===== src/rtl/uop_issue_queue_pkg.sv =====
// Shared types and constants for the micro-op issue queue: uop bundle, serializing-op mask,
// hazard query record and the hazard rule used by both the head check and the bypass check.
`ifndef YSYX_REG_LEN
`define YSYX_REG_LEN 5
`endif

package uop_issue_queue_pkg;
  localparam int REG_LEN          = `YSYX_REG_LEN;
  localparam int YSYX_REG_NUM     = 2 ** REG_LEN;
  localparam int IQ_DEPTH_DEFAULT = 4;

  typedef struct packed {
    logic system;
    logic ebreak;
    logic fence_i;
    logic ecall;
    logic mret;
  } uop_ctrl_t;

  // Ops that must wait for every outstanding register write to drain.
  localparam uop_ctrl_t SERIAL_MASK = '{system: 1'b1, ebreak: 1'b1, fence_i: 1'b1,
                                        ecall: 1'b1, mret: 1'b1};

  typedef struct packed {
    logic [31:0]        pc;
    logic [REG_LEN-1:0] rs1;
    logic [REG_LEN-1:0] rs2;
    logic [REG_LEN-1:0] rd;
    logic               wen;
    uop_ctrl_t          ctrl;
  } micro_op_t;

  localparam int UOP_W = $bits(micro_op_t);

  typedef struct packed {
    logic [REG_LEN-1:0] rs1;
    logic [REG_LEN-1:0] rs2;
    logic [REG_LEN-1:0] rd;
    logic               wen;
    logic               serial;
  } hz_query_t;

  localparam int HZQ_W = $bits(hz_query_t);

  function automatic hz_query_t to_query(input micro_op_t u);
    hz_query_t q;
    q.rs1    = u.rs1;
    q.rs2    = u.rs2;
    q.rd     = u.rd;
    q.wen    = u.wen;
    q.serial = |(u.ctrl & SERIAL_MASK);
    return q;
  endfunction

  function automatic logic uop_hazard(input hz_query_t q, input logic [YSYX_REG_NUM-1:0] busy_eff);
    return busy_eff[q.rs1] | busy_eff[q.rs2] | (q.wen & busy_eff[q.rd]) |
           (q.serial & (|busy_eff));
  endfunction
endpackage


===== src/rtl/uop_issue_queue_scoreboard.sv =====
// Per-register pending-write scoreboard; reports hazards against next-state busy bits so a
// writeback in the same cycle wakes a dependent uop. Bypass query port under YSYX_IQ_BYPASS_EN.
module uop_scoreboard
  import uop_issue_queue_pkg::*;
(
  input  logic                    clock,
  input  logic                    reset,
  input  logic                    flush,
  input  logic                    set_valid,
  input  logic [REG_LEN-1:0]      set_rd,
  input  logic                    wb_valid,
  input  logic [REG_LEN-1:0]      wb_rd,
  input  logic [HZQ_W-1:0]        head_q_in,
  output logic                    head_hazard,
`ifdef YSYX_IQ_BYPASS_EN
  input  logic [HZQ_W-1:0]        byp_q_in,
  output logic                    byp_hazard,
`endif
  output logic [YSYX_REG_NUM-1:0] busy_vec
);

  logic [YSYX_REG_NUM-1:0] busy_q, busy_d, busy_eff;

  always_comb begin
    busy_eff = busy_q;
    if (wb_valid) busy_eff[wb_rd] = 1'b0;
    busy_eff[0] = 1'b0;

    head_hazard = uop_hazard(hz_query_t'(head_q_in), busy_eff);
`ifdef YSYX_IQ_BYPASS_EN
    byp_hazard  = uop_hazard(hz_query_t'(byp_q_in), busy_eff);
`endif

    // Set is applied after the clear so an issue and a writeback to the same rd keep it busy.
    busy_d = busy_eff;
    if (set_valid && (set_rd != '0)) busy_d[set_rd] = 1'b1;
    if (flush) busy_d = '0;
  end

  always_ff @(posedge clock or negedge reset) begin
    if (!reset) busy_q <= '0;
    else        busy_q <= busy_d;
  end

  assign busy_vec = busy_q;

endmodule


===== src/rtl/uop_issue_queue.sv =====
// In-order micro-op issue queue between IDU and EXU with scoreboard-gated issue.
// Optional same-cycle bypass of an empty queue is enabled by defining YSYX_IQ_BYPASS_EN.
module uop_issue_queue
  import uop_issue_queue_pkg::*;
#(
  parameter int DEPTH   = IQ_DEPTH_DEFAULT,
  parameter int REG_NUM = YSYX_REG_NUM
) (
  input  logic                       clock,
  input  logic                       reset,
  input  logic                       flush,
  input  logic                       in_valid,
  output logic                       in_ready,
  input  logic [UOP_W-1:0]           in_uop,
  output logic                       out_valid,
  input  logic                       out_ready,
  output logic [UOP_W-1:0]           out_uop,
  input  logic                       wb_valid,
  input  logic [REG_LEN-1:0]         wb_rd,
  output logic [$clog2(DEPTH):0]     count,
  output logic [REG_NUM-1:0]         busy_vec
);

  localparam int AW = $clog2(DEPTH);
  localparam int CW = AW + 1;

  logic [AW-1:0] head_q, head_d, tail_q, tail_d;
  logic [CW-1:0] count_q, count_d;
  micro_op_t     mem_q [DEPTH];

  micro_op_t head_uop, in_uop_s, issued;
  logic      head_hazard, head_ok, byp, enq, deq;

  assign head_uop = mem_q[head_q];
  assign in_uop_s = micro_op_t'(in_uop);

`ifdef YSYX_IQ_BYPASS_EN
  logic byp_hazard;
`endif

  always_comb begin
    in_ready = (count_q != CW'(DEPTH)) && !flush;
    head_ok  = (count_q != '0) && !head_hazard && !flush;
    byp      = 1'b0;
`ifdef YSYX_IQ_BYPASS_EN
    byp      = (count_q == '0) && in_valid && out_ready && !flush && !byp_hazard;
`endif
    out_valid = head_ok || byp;
    issued    = head_ok ? head_uop : (byp ? in_uop_s : '0);
    deq       = out_valid && out_ready;
    enq       = in_valid && in_ready && !byp;

    head_d  = head_q;
    tail_d  = tail_q;
    count_d = count_q;
    if (head_ok && out_ready) head_d = head_q + 1'b1;
    if (enq)                  tail_d = tail_q + 1'b1;
    if (enq && !(head_ok && out_ready))      count_d = count_q + 1'b1;
    else if (!enq && (head_ok && out_ready)) count_d = count_q - 1'b1;
    if (flush) begin
      head_d  = '0;
      tail_d  = '0;
      count_d = '0;
    end
  end

  always_ff @(posedge clock or negedge reset) begin
    if (!reset) begin
      head_q  <= '0;
      tail_q  <= '0;
      count_q <= '0;
    end else begin
      head_q  <= head_d;
      tail_q  <= tail_d;
      count_q <= count_d;
    end
  end

  // Payload storage carries no reset; validity is tracked by count_q alone.
  always_ff @(posedge clock) begin
    if (enq) mem_q[tail_q] <= in_uop_s;
  end

  uop_scoreboard u_sb (
    .clock       (clock),
    .reset       (reset),
    .flush       (flush),
    .set_valid   (deq && issued.wen),
    .set_rd      (issued.rd),
    .wb_valid    (wb_valid),
    .wb_rd       (wb_rd),
    .head_q_in   (to_query(head_uop)),
    .head_hazard (head_hazard),
`ifdef YSYX_IQ_BYPASS_EN
    .byp_q_in    (to_query(in_uop_s)),
    .byp_hazard  (byp_hazard),
`endif
    .busy_vec    (busy_vec)
  );

  assign out_uop = issued;
  assign count   = count_q;

endmodule


===== config.mk =====
export PLATFORM = sky130hd
export DESIGN_NAME = uop_issue_queue
export DESIGN_NICKNAME = d
export VERILOG_FILES = /design/src/rtl/uop_issue_queue_pkg.sv /design/src/rtl/uop_issue_queue_scoreboard.sv /design/src/rtl/uop_issue_queue.sv
export SDC_FILE = /design/constraint.sdc
export NUM_CORES = 1
export LEC_CHECK = 0
export BUFFER_PORTS_ARGS = -buffer_cell sky130_fd_sc_hd__buf_2
export CAP_MARGIN = 10
export CORE_MARGIN = 10
export CORE_UTILIZATION = 50
export CTS_CLUSTER_DIAMETER = 50
export DETAILED_ROUTE_END_ITERATION = 10
export PLACE_DENSITY = 0.76
export SETUP_SLACK_MARGIN = 0.1
export SLEW_MARGIN = 10
export SYNTH_ARGS = -nofsm -noshare
export SYNTH_HDL_FRONTEND = slang
export SYNTH_SLANG_ARGS = --single-unit

===== constraint.sdc =====
create_clock -name clock -period 11.3 [get_ports clock]
set_clock_uncertainty 0.15 [all_clocks]
set_input_delay 0.565 -clock clock [delete_from_list [all_inputs] [get_ports clock]]
set_output_delay 0.565 -clock clock [all_outputs]
set_load 0.02 [all_outputs]

==> results of run 1 <==
[final cells by class]
class	count	share of cell area [%]
multi-input cells	518	31.96
repair buffers	162	6.006
clock inverters	13	0.7395
inverters	12	0.3247
flip-flops and latches	251	52.96
well taps	319	2.877
clock buffers	34	5.060
diodes	4	0.07215
[sequential cells by signal, summed over array words and instances, names as in the netlist]
register / count
count: 3
head_q: 2
mem_q: 212
tail_q: 2
u_sb.busy_vec: 32
[stage by stage]
| step | cell area, um^2 | cells |
|---|---|---|
| floorplan | 12120 | 842 |
| global placement | 13060 | 1262 |
| detailed placement | 13060 | 1262 |
| CTS | 13860 | 1309 |
| global route | 13870 | 1310 |
| finish | 13870 | 1313 |
[cells by family after synthesis]
family,after synthesis
and+or+nand+nor,240
adders and majority gates,5
AOI/OAI and AO/OA,156
other,1
muxes,108
xor gates and xnor gates,8
buffers and inverters,73
DFF,251
[synth_stat cells (all sizes together) (9+ instances only)]
cell | n | area, um^2
edfxtp | 212 | 6366
mux4 | 56 | 1261
mux2i | 43 | 430.4
dfrtp | 39 | 975.9
nor2 | 39 | 146.4
nor2b | 38 | 237.7
a21oi | 34 | 170.2
o21ai | 34 | 170.2
buf | 31 | 188.9
clkbuf | 30 | 112.6
nand2 | 30 | 120.1
or4 | 25 | 187.7
and2 | 24 | 150.1
nor3 | 24 | 120.1
inv | 10 | 37.54
nand2b | 10 | 62.56
mux2 | 9 | 101.4
[placed cells by master, fill, tap and decap left out, types with 4 or more instances in the layout]
| cell type | instances |
|---|---|
| or4b_1 | 6 |
| a21oi_1 | 34 |
| clkbuf_1 | 7 |
| and2_1 | 20 |
| nand2_1 | 29 |
| o221ai_1 | 5 |
| or3_1 | 6 |
| nor3_1 | 24 |
| nand3_1 | 7 |
| ha_1 | 4 |
| a2111oi_0 | 7 |
| mux2_2 | 9 |
| a311oi_1 | 8 |
| o22ai_1 | 7 |
| dfrtp_1 | 37 |
| a211oi_1 | 6 |
| inv_1 | 10 |
| or2_2 | 5 |
| diode_2 | 4 |
| buf_2 | 153 |
| mux4_2 | 56 |
| nor2_1 | 39 |
| edfxtp_1 | 212 |
| clkinv_1 | 6 |
| buf_4 | 9 |
| and2_2 | 4 |
| mux2i_1 | 43 |
| nor2b_1 | 38 |
| clkbuf_16 | 27 |
| o311ai_0 | 5 |
| nand2b_1 | 10 |
| nand4b_1 | 4 |
| nor3b_1 | 5 |
| or4_1 | 25 |
| o31ai_1 | 8 |
| o21ai_0 | 33 |
| a31oi_1 | 4 |
| xnor2_1 | 6 |
[power by group]
group | switching, uW | total (uW) | internal, uW
sequential | 15.3 | 1050 | 1040
combinational | 249 | 394 | 145
clock | 341 | 803 | 462
total | 605 | 2250 | 1640
[layer usage]
layer,track usage (%),vias up,part of all wire (%)
met3,7.806,82,11
met1,26.56,4077,40
met5,0,-,0.16
met2,31.25,463,45
met4,6.146,6,2.9
li1,-,3619,-
[worst min-delay path by stage]
| stage | slack, ns | cells after the start | end |
|---|---|---|---|
| global route | 0.08 | 1 | mem_q[2][29] |
| floorplan | 0.12 | 0 | count[0] |
| finish | 0.04 | 1 | u_sb.busy_vec[25] |
| CTS | 0.06 | 1 | u_sb.busy_vec[3] |
| detailed placement | 0.45 | 2 | tail_q[1] |
| global placement | 0.43 | 2 | tail_q[1] |
==> impl_metrics.yaml, run 1 <==
status:
  outcome: "finished, final reports clean"
worst_setup_path:
  crit_start: "head_q[0]"
  cp-endpoint: "out_uop[13]"
  endpoint_kind: "output port"
  timing.rr.end: "count[2]"
  cpLargestDelayFamily: "buffers and inverters"
  r2r_slack_ns: 5.82
  r2r_start: "head_q[0]"
  cp_cell_sequence: "buf_4 -> mux4_2 -> xnor2_2 -> a2111oi_0 -> a2111oi_0 -> a21boi_1 -> a21oi_1 -> o211ai_1 -> buf_4 -> inv_1 -> and2_1 -> buf_2"
  cp_slowest_cell: "mux4_2"
  required_ns: 10.59
  crit_fanout: 47
  crit_arrival_ns: 5.17
  crit_buf_inv: 4
  max_stage_delay_ns: 0.83
  reg2reg_depth: 16
  path_class: "flop to output port"
  crit_path_start_kind: "flop"
  cp_num_cells: 12
clock_network:
  cts_tree: "built"
  cts_hold_buf: 0
  clk_latency_ns: 0.53
  clock_path_buffers: 3
  cts_root_buffer: "clkbuf_16"
  clkSinkCount: 251
  numCtsBuffers: 27
  clkTransAtPathRegs_ns: 0.06
  cts_resized: 0
  h-tree-depth: 1
  cts_setup_buffers: 0
synth:
  syn_avg_cell_area_um2: 14.39
  synth.yosys.seq_area_share_pct: 60.59
  synth_cell_types: 70
  synth_edf_count: 212
  synth_fa_ha_area_share_pct: 0.5782
  synth-xor-area-share_pct: 0.7021
  synth-simple-area-share_pct: 11.67
  postSynthCellCount: 842
  synth_top_family_by_area: "multiplexers"
  async_flop_share_pct: 15.54
  synth_fp_nets: 911
  synth_ff_type: "edfxtp_1"
  synth_mux_area_share_pct: 14.80
  ys_ff_latch: 251
  yosys_warnings: 0
  synth_area_um2: 12120
  synth_compound_area_share_pct: 8.776
pwr:
  finalPower_uw: 2249
  peakVddDrop_mv: 0.1518
  p_leak_uw: 0.004925
  power.density_nw_per_um2: 162.1
global_route:
  antenna_found_initial: 7
  grt_pass1_wl_um: 49930
  grt.total_usage_pct: 20.45
  grt_max_degree: 54
  grt_pass1_vias: 8464
  overflow: 0
final_layout:
  area_growth_pct: 14.49
  multi_input_area_um2: 4434
  nNetsFinal: 1041
  fin_util_pct: 58.58
  register_area_um2: 7347
  nFillCells: 1876
  drive_gt1_share_pct: 28.59
sta:
  fin_ws_ns: 5.416
  setup_viol: 0
  fin_crit_ns: 5.884
  fmax_mhz: 169.9
  holdWs_ns: 0.04306
  fin_setup_tns_ns: 0
  slew_headroom_pct: 36.49
  drv_slew: 0
  tightest_slew_ns: 0.9527
  period_share_pct: 52.07
  hold_violations: 0
  rsz0062_at_grt: "false"
placement:
  port_buffers: 153
  dp_hpwl_um: 21070
  gp_congestion: 0.9281
  dp_slack_ns: 5.792
floorplan:
  coreArea_um2: 23680
  die_w_um: 175.7
  fp-row-count: 56
  io_pins: 154
  fp.dieArea_um2: 30860
  initial_core_util_pct: 51.17
  chipHeight_um: 175.7
hold_path:
  hold_path_class: "primary input to asynchronous set/reset pin"
run:
  max-cap-violations: 0
drt:
  wirelength_um: 32350
  vias_per_cell: 6.281
  drt_iter0_markers: 1139
  ant_nets: 0
  wl_per_cell_um: 24.64
  dr.pass1.iters: 6
  drcViolationCount: 0
  num_vias: 8247
Power figures use the tool's default switching activity.
==> run 2, diff against run 1 <==
==> constraint.sdc (replaced) <==
create_clock -name clock -period 5.87 [get_ports clock]
set_clock_uncertainty 0.15 [all_clocks]
set_input_delay 0.2935 -clock clock [delete_from_list [all_inputs] [get_ports clock]]
set_output_delay 0.2935 -clock clock [all_outputs]
set_load 0.02 [all_outputs]
==> run 2 against run 1 <==
  * The flow now finishes with violations (design-rule violations)
  * Final area grew 4.8%
  * Cell count grew 4.6%
  * Sequential power grew 93%
  * Wire length grew 4.2%
  * Combinational power grew 99%
  * Power grew 99%
  * Largest power group unchanged
  * Highest routed layer is now met4
==> impl_metrics.yaml, run 2 (synthesis results as in run 1) <==
worst_setup_path:
  r2r_slack_ns: 0.98
  timing.rr.end: "count[2]"
  crit_fanout: 48
  required_ns: 5.43
  endpoint_kind: "output port"
  reg2reg_depth: 14
  r2r_start: "head_q[0]"
  crit_path_start_kind: "flop"
  crit_arrival_ns: 4.97
  path_class: "flop to output port"
status:
  violations: "design-rule violations"
  outcome: "complete, but fails checks"
sta:
  hold_violations: 0
  fmax_mhz: 184.8
  slew_headroom_pct: 34.80
  setup_viol: 0
  drv_slew: 0
  period_share_pct: 92.20
  rsz0062_at_grt: "false"
  tightest_slew_ns: 0.9649
  holdWs_ns: 0.2826
  fin_setup_tns_ns: 0
  fin_crit_ns: 5.412
drt:
  drcViolationCount: 1
  drt_iter0_markers: 1214
  num_vias: 8660
  wl_per_cell_um: 24.53
  vias_per_cell: 6.303
  wirelength_um: 33700
  ant_nets: 0
  dr.pass1.iters: 9
final_layout:
  nNetsFinal: 1102
  largest_reg_flops: 212
  regMostFlops: "mem_q"
  layout_common_cells: "edfxtp_1 (212), buf_2 (153), mux4_2 (56), dlygate4sd3_1 (56), mux2i_1 (43)"
  fin_cells: 1374
  final_common_cell: "edfxtp_1"
  area_growth_pct: 19.98
  fin_util_pct: 61.39
  register_area_um2: 7347
  multi_input_area_um2: 4434
  drive_gt1_share_pct: 27.68
  nFillCells: 1819
  design_area_um2: 14540
  diodes: 0
global_route:
  grt_pass1_vias: 8723
  antenna_found_initial: 0
  grt_max_degree: 54
  grt.total_usage_pct: 21.13
  overflow: 0
  grt_pass1_wl_um: 51650
hold_path:
  hold_end: "tail_q[1]"
  whs_path_depth: 2
  hp-start: "flush"
  hold_path_class: "primary input to flop"
run:
  max-cap-violations: 0
floorplan:
  coreArea_um2: 23680
  io_pins: 154
  fp-row-count: 56
  initial_core_util_pct: 51.17
  fp.dieArea_um2: 30860
  chipHeight_um: 175.7
  die_w_um: 175.7
pwr:
  peakVddDrop_mv: 0.2418
  power.density_nw_per_um2: 308.5
  p_leak_uw: 0.005225
clock_network:
  cts_setup_buffers: 0
  h-tree-depth: 1
  clkTransAtPathRegs_ns: 0.06
  cts_tree: "built"
  numCtsBuffers: 29
  clkSinkCount: 251
  clk_latency_ns: 0.54
  cts_root_buffer: "clkbuf_16"
  clock_path_buffers: 3
placement:
  port_buffers: 153
  place_area_um2: 13080
  gp_congestion: 1.049
  dp_hpwl_um: 21550
  dp_cells: 1265
run 2: worst max-delay path by stage:
stage,start,endpoint,slack (ns),depth (start not counted)
final,head_q[0],out_uop[10],0.46,11
after global routing,head_q[0],out_uop[13],0.22,11
after CTS,head_q[0],out_uop[10],0.34,11
after detailed placement,head_q[0],out_uop[10],0.92,11
after global placement,head_q[0],out_uop[12],1.04,11
after floorplan,head_q[0],count[2],1.61,18
run 2: final cells by class:
| type | count | area share, % |
|---|---|---|
| clock buffer | 32 | 5.069 |
| clock inverter | 21 | 1.050 |
| inverter | 12 | 0.3098 |
| multi-input combinational | 518 | 30.50 |
| sequential | 251 | 50.53 |
| tap | 319 | 2.745 |
| timing repair buffer | 221 | 9.794 |
run 2: repair_timing:
item	4_1_cts	5_1_grt
gates resized for setup	0	2
hold endpoints to repair	253	0
hold buffers	56	0
setup endpoints to repair	0	15
run 2: layer usage:
layer / up-vias / part of all wire (%) / GRT usage, %
met5: - / 0 / 0
met4: 0 / 3.1 / 6.252
met3: 107 / 12 / 5.790
met2: 584 / 45 / 33.08
met1: 4219 / 40 / 28.25
li1: 3750 / - / -
run 2: power by group:
group	internal (uW)	switching (uW)	total, uW
Sequential	2000	36.3	2030
Clock	957	712	1670
Combinational	304	480	785
Total	3260	1230	4480
run 2: critical path, stage by stage (launching register included):
cell and delay (ns):
dfrtp_4 0.68, mux4_2 0.75, xnor2_1 0.69, nor3_1 0.10, o311ai_0 0.38, nand4_1 0.19, and4_4 0.21, o211ai_1 0.16
buf_6 0.40, inv_1 0.38, and2_1 0.28, buf_2 0.16
run 2: per-stage QoR:
stage / worst slack, ns / total power (uW)
2_1_floorplan: 1.609 / 2602
5_1_grt: 0.2241 / 4651
4_1_cts: 0.3368 / 4491
6_report: 0.4580 / 4485
3_5_place_dp: 0.9182 / 2810
3_3_place_gp: 1.043 / 2798
